[src/rtl/framed_shift_register_if.sv]
// Shift-register bus: frame controls and data going into the shift path,
// plus the word, bit and frame status coming back out of it.
interface framed_shift_register_if #(
   parameter int WIDTH = 8,
   parameter int CNTW  = $clog2(WIDTH)
);
   logic             peripheralClkEdge;
   logic             parallelLoad;
   logic             start;
   logic             lsbFirst;
   logic [WIDTH-1:0] parallelDataIn;
   logic             serialDataIn;
   logic [WIDTH-1:0] parallelDataOut;
   logic             serialDataOut;
   logic [CNTW-1:0]  bitCount;
   logic             busy;
   logic             frameDone;

   // Peripheral logic side: issues loads, starts and strobes, observes status.
   modport master (
      output peripheralClkEdge, parallelLoad, start, lsbFirst,
             parallelDataIn, serialDataIn,
      input  parallelDataOut, serialDataOut, bitCount, busy, frameDone
   );

   // Shift register side.
   modport slave (
      input  peripheralClkEdge, parallelLoad, start, lsbFirst,
             parallelDataIn, serialDataIn,
      output parallelDataOut, serialDataOut, bitCount, busy, frameDone
   );
endinterface

[src/rtl/framed_shift_register.sv]
// Framed shift register: a WIDTH-bit shift path wrapped by a frame controller.
// A frame begins on a load (transmit) or a start (receive), accepts exactly
// WIDTH strobes in MSB-first or LSB-first order, then returns to IDLE with a
// one-cycle frameDone pulse. Strobes arriving while IDLE are ignored.
module framed_shift_register #(
   parameter int WIDTH = 8,
   parameter int CNTW  = $clog2(WIDTH)
) (
   input logic                    clk,
   input logic                    resetn,
   framed_shift_register_if.slave bus
);

   typedef enum logic [0:0] {
      IDLE   = 1'b0,
      ACTIVE = 1'b1
   } state_t;

   localparam logic [CNTW-1:0] LAST_BIT = CNTW'(WIDTH - 1);

   state_t           state_r;
   logic [WIDTH-1:0] shiftReg_r;
   logic             dir_r;
   logic [CNTW-1:0]  cnt_r;
   logic             frameDone_r;
   logic [WIDTH-1:0] shiftNext_s;

   // Next register contents for one shift in the latched direction.
   always_comb begin
      shiftNext_s = shiftReg_r;
      if (dir_r) begin
         shiftNext_s = {bus.serialDataIn, shiftReg_r[WIDTH-1:1]};
      end else begin
         shiftNext_s = {shiftReg_r[WIDTH-2:0], bus.serialDataIn};
      end
   end

   // Frame controller and shift path; load beats start beats strobe.
   always_ff @(posedge clk) begin
      if (!resetn) begin
         state_r     <= IDLE;
         shiftReg_r  <= {WIDTH{1'b0}};
         dir_r       <= 1'b0;
         cnt_r       <= {CNTW{1'b0}};
         frameDone_r <= 1'b0;
      end else begin
         frameDone_r <= 1'b0;
         if (bus.parallelLoad) begin
            // Aborting an active frame here deliberately produces no pulse.
            shiftReg_r <= bus.parallelDataIn;
            dir_r      <= bus.lsbFirst;
            cnt_r      <= {CNTW{1'b0}};
            state_r    <= ACTIVE;
         end else if (bus.start) begin
            dir_r   <= bus.lsbFirst;
            cnt_r   <= {CNTW{1'b0}};
            state_r <= ACTIVE;
         end else begin
            case (state_r)
               IDLE: begin
                  state_r <= IDLE;
               end
               ACTIVE: begin
                  if (bus.peripheralClkEdge) begin
                     shiftReg_r <= shiftNext_s;
                     if (cnt_r == LAST_BIT) begin
                        cnt_r       <= {CNTW{1'b0}};
                        state_r     <= IDLE;
                        frameDone_r <= 1'b1;
                     end else begin
                        cnt_r <= cnt_r + CNTW'(1);
                     end
                  end else begin
                     state_r <= ACTIVE;
                  end
               end
               default: begin
                  state_r <= IDLE;
                  cnt_r   <= {CNTW{1'b0}};
               end
            endcase
         end
      end
   end

   assign bus.parallelDataOut = shiftReg_r;
   assign bus.serialDataOut   = dir_r ? shiftReg_r[0] : shiftReg_r[WIDTH-1];
   assign bus.bitCount        = cnt_r;
   assign bus.busy            = (state_r == ACTIVE);
   assign bus.frameDone       = frameDone_r;

endmodule

[src/flat_wrapper.sv]
// flat-port wrapper written by rule: the top's interface ports become plain ports
module framed_shift_register_flat 
#(
   parameter int WIDTH = 8,
   parameter int CNTW  = $clog2(WIDTH)
)
  (clk, resetn, bus_peripheralClkEdge, bus_parallelLoad, bus_start, bus_lsbFirst, bus_parallelDataIn, bus_serialDataIn, bus_parallelDataOut, bus_serialDataOut, bus_bitCount, bus_busy, bus_frameDone);
  framed_shift_register_if #(.WIDTH(WIDTH), .CNTW(CNTW)) bus_i ();
  input logic clk;
  input logic resetn;
  input wire logic [$bits(bus_i.peripheralClkEdge)-1:0] bus_peripheralClkEdge;
  input wire logic [$bits(bus_i.parallelLoad)-1:0] bus_parallelLoad;
  input wire logic [$bits(bus_i.start)-1:0] bus_start;
  input wire logic [$bits(bus_i.lsbFirst)-1:0] bus_lsbFirst;
  input wire logic [$bits(bus_i.parallelDataIn)-1:0] bus_parallelDataIn;
  input wire logic [$bits(bus_i.serialDataIn)-1:0] bus_serialDataIn;
  output wire logic [$bits(bus_i.parallelDataOut)-1:0] bus_parallelDataOut;
  output wire logic [$bits(bus_i.serialDataOut)-1:0] bus_serialDataOut;
  output wire logic [$bits(bus_i.bitCount)-1:0] bus_bitCount;
  output wire logic [$bits(bus_i.busy)-1:0] bus_busy;
  output wire logic [$bits(bus_i.frameDone)-1:0] bus_frameDone;
  assign bus_i.peripheralClkEdge = bus_peripheralClkEdge;
  assign bus_i.parallelLoad = bus_parallelLoad;
  assign bus_i.start = bus_start;
  assign bus_i.lsbFirst = bus_lsbFirst;
  assign bus_i.parallelDataIn = bus_parallelDataIn;
  assign bus_i.serialDataIn = bus_serialDataIn;
  assign bus_parallelDataOut = bus_i.parallelDataOut;
  assign bus_serialDataOut = bus_i.serialDataOut;
  assign bus_bitCount = bus_i.bitCount;
  assign bus_busy = bus_i.busy;
  assign bus_frameDone = bus_i.frameDone;
  framed_shift_register #(.WIDTH(WIDTH), .CNTW(CNTW)) u_core (.clk(clk), .resetn(resetn), .bus(bus_i));
endmodule
[config.mk]
export PLATFORM = sky130hd
export DESIGN_NAME = framed_shift_register_flat
export DESIGN_NICKNAME = d
export VERILOG_FILES = /design/src/rtl/framed_shift_register_if.sv /design/src/rtl/framed_shift_register.sv /design/src/flat_wrapper.sv
export SDC_FILE = /design/constraint.sdc
export NUM_CORES = 1
export LEC_CHECK = 0
export CAP_MARGIN = 20
export CORE_AREA = 4 4 44 46
export CTS_BUF_LIST = sky130_fd_sc_hd__clkbuf_8
export CTS_CLUSTER_DIAMETER = 100
export CTS_CLUSTER_SIZE = 40
export DETAILED_ROUTE_END_ITERATION = 7
export DIE_AREA = 0 0 48 50
export GPL_TIMING_DRIVEN = 0
export PLACE_DENSITY = 0.82
export SLEW_MARGIN = 40
export SYNTH_ARGS = -nofsm -noshare
export SYNTH_HDL_FRONTEND = slang
export SYNTH_SLANG_ARGS = --single-unit
[constraint.sdc]
create_clock -name clk -period 3.86 [get_ports clk]
set_input_delay 0.965 -clock clk [delete_from_list [all_inputs] [get_ports clk]]
set_output_delay 0.965 -clock clk [all_outputs]
set_load 0.02 [all_outputs]
==> flow_summary_export.csv, run 1 <==
group,metric,value,unit
status,status,"finished clean",
floorplanning,coreArea,1506,sq um
cts,cts_tree,"yes",
power_and_ir_drop,seqPwrFrac,0.433,
worst_setup_path,crit_chain,"clkbuf_1 > nand2_1 > o21ai_0 > clkdlybuf4s50_1",
cts,cts_root_buffer,"clkbuf_8",
floorplanning,dieWidth,48,um
worst_setup_path,cp.arrival,1.89,ns
synth,ys_ff_latch,14,
cts,clock-sinks,14,
worst_setup_path,critPathBufInv,2,
global_routing,track_usage,0.1551,
synth,yosysUniqueCellTypes,22,
synth,synth_warnings,0,
hold_path,hold_depth,2,
global_routing,grt_pass1_wl,2684,um
placement,gp_congestion,0.7149,
power_and_ir_drop,swShare,0.2393,
route,routedWlPerCell,12.95,um
global_routing,grt_pass1_vias,650,
timing,setup_tns,0,ns
placement,port_buffers,28,
power_and_ir_drop,p_int,278.1,uW
synth,syn_inst,76,
floorplanning,die_h,50,um
finish,antenna_cells,0,
timing,clock_skew,0.005140,ns
worst_setup_path,r2r_start,"u_core.bus.busy",
global_routing,grt-ovfl-total,0,
timing,tightest_slew,0.6379,ns
placement,dp_hpwl,1248,um
worst_setup_path,slowest_stage,"clkdlybuf4s50_1",
timing,min_period_over_period,0.7391,
power_and_ir_drop,p_per_area,353.7,nW/um^2
power_and_ir_drop,clkPwrFrac,0.389,
synth,syn_area,678.2,sq um
worst_setup_path,worst-path-max-fanout,10,
hold_path,holdPathEnd,"u_core.bus.bitCount[1]",
finish,syn_to_final_growth,52.40,%
cts,clkTransAtPathRegs,0.06,ns
worst_setup_path,cp-end-kind,"output pin",
power_and_ir_drop,ir_drop,0.2409,mV
finish,drive_above_1_share,0.06481,
finish,final_cell_mix,"28 x clkdlybuf4s50_1, 14 x dfxtp_1, 13 x nand2_1",
cts,htreeDepth,1,
worst_setup_path,required,2.89,ns
cts,hold_buffers,0,
finish,stdcell_area,1033,sq um
finish,final_nets,126,
timing,slew_headroom,0.5719,
placement,dpl_cell_area,978.4,sq um
cts,clk_latency,0.25,ns
floorplanning,die_area,2400,sq um
worst_setup_path,max_stage_delay,0.62,ns
cts,post_cts_resized,0,
timing,fmax,350.5,MHz
route,drc,0,
route,drtAntennaViolNets,0,
timing,drv_slew,0,
worst_setup_path,worst-r2r-setup-slack,2.45,ns
power_and_ir_drop,p_sw,87.48,uW
power_and_ir_drop,fin_total_pwr,365.6,uW
worst_setup_path,cp-start-kind,"flip-flop",
route,vias,644,
hold_path,hold_start,"u_core.bus.bitCount[1]",
timing,final-setup-viol-count,0,
worst_setup_path,criticalPathCategory,"flip-flop to output pin",
finish,fillCellCount,122,
hold_path,hp-class,"flip-flop to flip-flop",
cts,numCtsBuffers,3,
timing,hold_violations,0,
route,first_iter_violations,8,
placement,preCtsSetupSlack,1.255,ns
worst_setup_path,r2r_cells,3,
global_routing,grt_max_degree,11,
power_and_ir_drop,pwr-share-comb,0.178,
route,routed_via_density,5.194,
finish,fin_cells,124,
timing,setup_ws,1.007,ns
global_routing,antenna_found_initial,0,
timing,period_minus_slack,2.853,ns
placement,dp_cells,120,
synth,syn_avg_cell_area,8.923,sq um
worst_setup_path,r2r_end,"u_core.bus.parallelDataOut[0]",
cts,clk_path_buf_depth,2,
route,routed_wl,1606,um
floorplanning,boundaryPins,29,
cts,post_cts_buffers,0,
run,cap_viol_max_count,0,
route,drt_pass1_iterations,2,
floorplanning,num_rows,14,
power_and_ir_drop,cellLeakagePower,0.3814,nW
synth,synth_nets,93,
worst_setup_path,worst_path_dominant_cell_family,"buffers and inverters",
timing,rsz0062_at_grt,"false",
finish,final_common_cell,"clkdlybuf4s50_1",
synth,yosysSeqAreaShare,0.4133,
floorplanning,start_util,0.4502,
-- routing by layer --
metal	up-vias	wire length (um)	GRT usage
li1	331	-	-
met1	287	677	0.1707
met2	24	762	0.2489
met3	2	152	0.06545
met4	0	14	0.06726
met5	-	0	0
-- cell families after synthesis --
group           after synthesis  synth area share
simple gates                 23            0.1550
compound gates               16            0.1845
flops                        14            0.4133
buf+inv                      12           0.07748
mux                           9            0.1328
fa+ha+maj                     2           0.03689
-- power by group through the flow --
stage               Clock (mW)  Combinational, mW  Sequential, mW
finish                   0.142             0.0651           0.158
global route             0.154             0.0704           0.159
floorplan                    0             0.0238           0.168
global placement             0             0.0645           0.162
CTS                      0.144             0.0658           0.158
detailed placement           0             0.0656           0.162
-- registers in the layout, indices dropped and copies added, names as in the netlist --
register,cells
u_core.dir_r,1
u_core.bus.bitCount,3
u_core.bus.busy,1
u_core.bus.frameDone,1
u_core.bus.parallelDataOut,8
-- tightest hold or removal path, cell delays in order, from the launching register on --
cell and delay, ns:
dfxtp_1 0.32, nand2_1 0.06, a21oi_1 0.05
-- per-stage QoR --
stage	hold WS [ns]	utilization
2_1_floorplan	0.5413	-
4_1_cts	0.4806	0.6860
6_report	0.4738	0.6860
3_3_place_gp	0.4618	0.6495
5_1_grt	0.5144	0.6860
3_5_place_dp	0.4699	0.6495
-- Yosys cell counts --
cell type | n | share of area
o221ai_1 | 7 | 0.090
o221ai_2 | 1 | 0.022
mux2i_1 | 9 | 0.13
o21ai_1 | 1 | 0.0074
or2_0 | 1 | 0.0092
dfxtp_1 | 14 | 0.41
nand2_1 | 13 | 0.072
clkbuf_1 | 1 | 0.0055
nor2b_1 | 1 | 0.0092
buf_6 | 1 | 0.017
o21ai_0 | 2 | 0.015
nand4_1 | 1 | 0.0092
nor2_1 | 4 | 0.022
nand3_1 | 1 | 0.0074
buf_1 | 1 | 0.0055
o31a_1 | 1 | 0.013
or3b_4 | 1 | 0.017
and2_1 | 1 | 0.0092
inv_1 | 9 | 0.050
a21oi_1 | 2 | 0.015
a21boi_0 | 2 | 0.022
ha_1 | 2 | 0.037
-- how the worst max path moves through the flow --
stage | startpoint | to | slack (ns) | cells after the start
floorplan | u_core.dir_r | bus_serialDataOut | 1.81 | 2
CTS | u_core.dir_r | bus_serialDataOut | 0.99 | 4
global placement | u_core.dir_r | bus_serialDataOut | 1.28 | 4
finish | u_core.dir_r | bus_serialDataOut | 1.01 | 4
global route | u_core.dir_r | bus_serialDataOut | 0.86 | 4
detailed placement | u_core.dir_r | bus_serialDataOut | 1.26 | 4
-- final cells by class --
| class | instances | area [sq um] | area share |
|---|---|---|---|
| Timing Repair Buffer | 28 | 280.3 | 0.2712 |
| Multi-Input combinational cell | 50 | 345.3 | 0.3341 |
| Tap cell | 16 | 20.02 | 0.01937 |
| Clock buffer | 4 | 55.05 | 0.05327 |
| Buffer | 3 | 18.77 | 0.01816 |
| Sequential cell | 14 | 280.3 | 0.2712 |
| Inverter | 9 | 33.78 | 0.03269 |
No activity file was read; power rests on OpenSTA's default activity.
==> inputs of run 2 (changes only) <==
--- a/config.mk
+++ b/config.mk
@@ -6,14 +6,14 @@
 export NUM_CORES = 1
 export LEC_CHECK = 0
 export CAP_MARGIN = 20
-export CORE_AREA = 4 4 44 46
+export CORE_AREA = 4 4 46 48
 export CTS_BUF_LIST = sky130_fd_sc_hd__clkbuf_8
 export CTS_CLUSTER_DIAMETER = 100
 export CTS_CLUSTER_SIZE = 40
 export DETAILED_ROUTE_END_ITERATION = 7
-export DIE_AREA = 0 0 48 50
+export DIE_AREA = 0 0 50 52
 export GPL_TIMING_DRIVEN = 0
-export PLACE_DENSITY = 0.82
+export PLACE_DENSITY = 0.75
 export SLEW_MARGIN = 40
 export SYNTH_ARGS = -nofsm -noshare
 export SYNTH_HDL_FRONTEND = slang
==> constraint.sdc (replaced) <==
create_clock -name clk -period 2.87 [get_ports clk]
set_input_delay 0.7175 -clock clk [delete_from_list [all_inputs] [get_ports clk]]
set_output_delay 0.7175 -clock clk [all_outputs]
set_load 0.02 [all_outputs]
==> run 2 against run 1 <==
  * Clock skew is 0.0029 ns lower
  * Routed wire length grew 1.6%
  * Critical path depth stayed put
  * Combinational power up 35%
  * Total power increased by 35%
  * Via count rose by 4.7%
  * Worst hold slack improved by 0.0064 ns
  * Sequential power is 35% higher
==> flow_summary_export.csv, run 2 (synthesis results as in run 1) <==
group,metric,value,unit
hold_path,hold_start,"u_core.bus.bitCount[1]",
worst_setup_path,r2r_end,"u_core.bus.parallelDataOut[7]",
timing,final-setup-viol-count,0,
power_and_ir_drop,fin_total_pwr,495.3,uW
finish,largest_register_ffs,8,
worst_setup_path,worst-r2r-setup-slack,1.49,ns
finish,syn_to_final_growth,54.06,%
route,drc,0,
finish,final_nets,126,
cts,clkTransAtPathRegs,0.06,ns
route,routed_via_density,5.068,
worst_setup_path,worst-path-max-fanout,10,
route,routedWlPerCell,12.27,um
timing,clock_skew,0.002219,ns
global_routing,grt.busiest_layer,"met2",
timing,slew_headroom,0.5951,
finish,final_cell_mix,"28 x clkdlybuf4s50_1, 14 x dfxtp_1, 13 x nand2_1",
cts,numCtsBuffers,3,
global_routing,use_met1,0.1479,
hold_path,hp-class,"flip-flop to flip-flop",
placement,dp_hpwl,1248,um
power_and_ir_drop,cellLeakagePower,0.3814,nW
cts,cts_tree,"yes",
finish,antenna_cells,0,
floorplanning,start_util,0.3971,
route,first_iter_violations,10,
floorplanning,num_rows,15,
timing,min_period_over_period,0.9120,
power_and_ir_drop,ir_drop,0.2658,mV
timing,setup_tns,0,ns
finish,final_common_cell,"clkdlybuf4s50_1",
timing,fmax,382.1,MHz
placement,port_buffers,28,
global_routing,grt_max_degree,11,
cts,post_cts_buffers,0,
route,routed_wl,1632,um
worst_setup_path,cp-start-kind,"flip-flop",
floorplanning,die_h,52,um
power_and_ir_drop,p_per_area,474.1,nW/um^2
timing,rsz0062_at_grt,"false",
global_routing,grt_pass1_vias,643,
finish,stdcell_area,1045,sq um
floorplanning,dieWidth,50,um
route,vias,674,
route,drtAntennaViolNets,0,
finish,drive_above_1_share,0.06481,
worst_setup_path,criticalPathCategory,"flip-flop to output pin",
floorplanning,coreArea,1708,sq um
cts,clk_latency,0.25,ns
global_routing,antenna_found_initial,0,
hold_path,hold_depth,2,
status,status,"finished clean",
global_routing,grt_use_met3,0.06877,
timing,hold_violations,0,
cts,clk_path_buf_depth,2,
worst_setup_path,cp.arrival,1.90,ns
global_routing,grt-ovfl-total,0,
floorplanning,die_area,2600,sq um
global_routing,track_usage,0.1412,
timing,drv_slew,0,
floorplanning,boundaryPins,29,
cts,cts_root_buffer,"clkbuf_8",
cts,htreeDepth,1,
global_routing,use_met2,0.2370,
placement,gp_congestion,0.7204,
timing,tightest_slew,0.6033,ns
global_routing,grt_pass1_wl,2704,um
worst_setup_path,r2r_cells,3,
placement,dpl_cell_area,989.7,sq um
hold_path,holdPathEnd,"u_core.bus.bitCount[1]",
cts,clock-sinks,14,
worst_setup_path,r2r_start,"u_core.dir_r",
route,drt_pass1_iterations,4,
finish,fillCellCount,160,
timing,period_minus_slack,2.617,ns
worst_setup_path,required,2.15,ns
cts,hold_buffers,0,
worst_setup_path,cp-end-kind,"output pin",
run,cap_viol_max_count,0,
cts,post_cts_resized,0,
-- run 2: area by class of cell --
cell class	instances	area, sq um	share of cell area
Multi-Input combinational cell	50	345.3	0.3305
Tap cell	25	31.28	0.02994
Sequential cell	14	280.3	0.2683
Inverter	9	33.78	0.03234
Clock buffer	4	55.05	0.05269
Buffer	3	18.77	0.01796
Timing Repair Buffer	28	280.3	0.2683
-- run 2: through the flow --
step	instances	utilization	worst slack, ns	hold slack (ns)
floorplan	76	-	1.065	0.5413
global placement	129	0.5795	0.5478	0.4622
detailed placement	129	0.5795	0.5556	0.4710
CTS	133	0.6117	0.2477	0.4820
global route	133	0.6117	0.1524	0.5121
finish	133	0.6117	0.2527	0.4802
-- run 2: how the worst max path moves through the flow --
stage | start | to | slack [ns] | cells after the start
CTS | u_core.dir_r | bus_serialDataOut | 0.25 | 4
detailed placement | u_core.dir_r | bus_serialDataOut | 0.56 | 4
global route | u_core.dir_r | bus_serialDataOut | 0.15 | 4
finish | u_core.dir_r | bus_serialDataOut | 0.25 | 4
global placement | u_core.dir_r | bus_serialDataOut | 0.55 | 4
floorplan | u_core.dir_r | bus_serialDataOut | 1.07 | 2
-- run 2: report_power, final --
| part | internal (mW) | switching (mW) | total (mW) |
|---|---|---|---|
| logic | 0.0486 | 0.0391 | 0.0877 |
| clock network | 0.122 | 0.0729 | 0.195 |
| registers | 0.204 | 0.00916 | 0.213 |
| total | 0.374 | 0.121 | 0.495 |
-- run 2: routing by layer --
layer / wire length [um] / part of all wire
met4: 18 / 0.011
met1: 684 / 0.42
met3: 145 / 0.089
met2: 783 / 0.48
met5: 0 / 0
-- run 2: worst max-delay path, stage by stage, from the launching register on --
cell and delay [ns]:
dfxtp_1 0.34, clkbuf_1 0.48, nand2_1 0.10, o21ai_0 0.10, clkdlybuf4s50_1 0.63
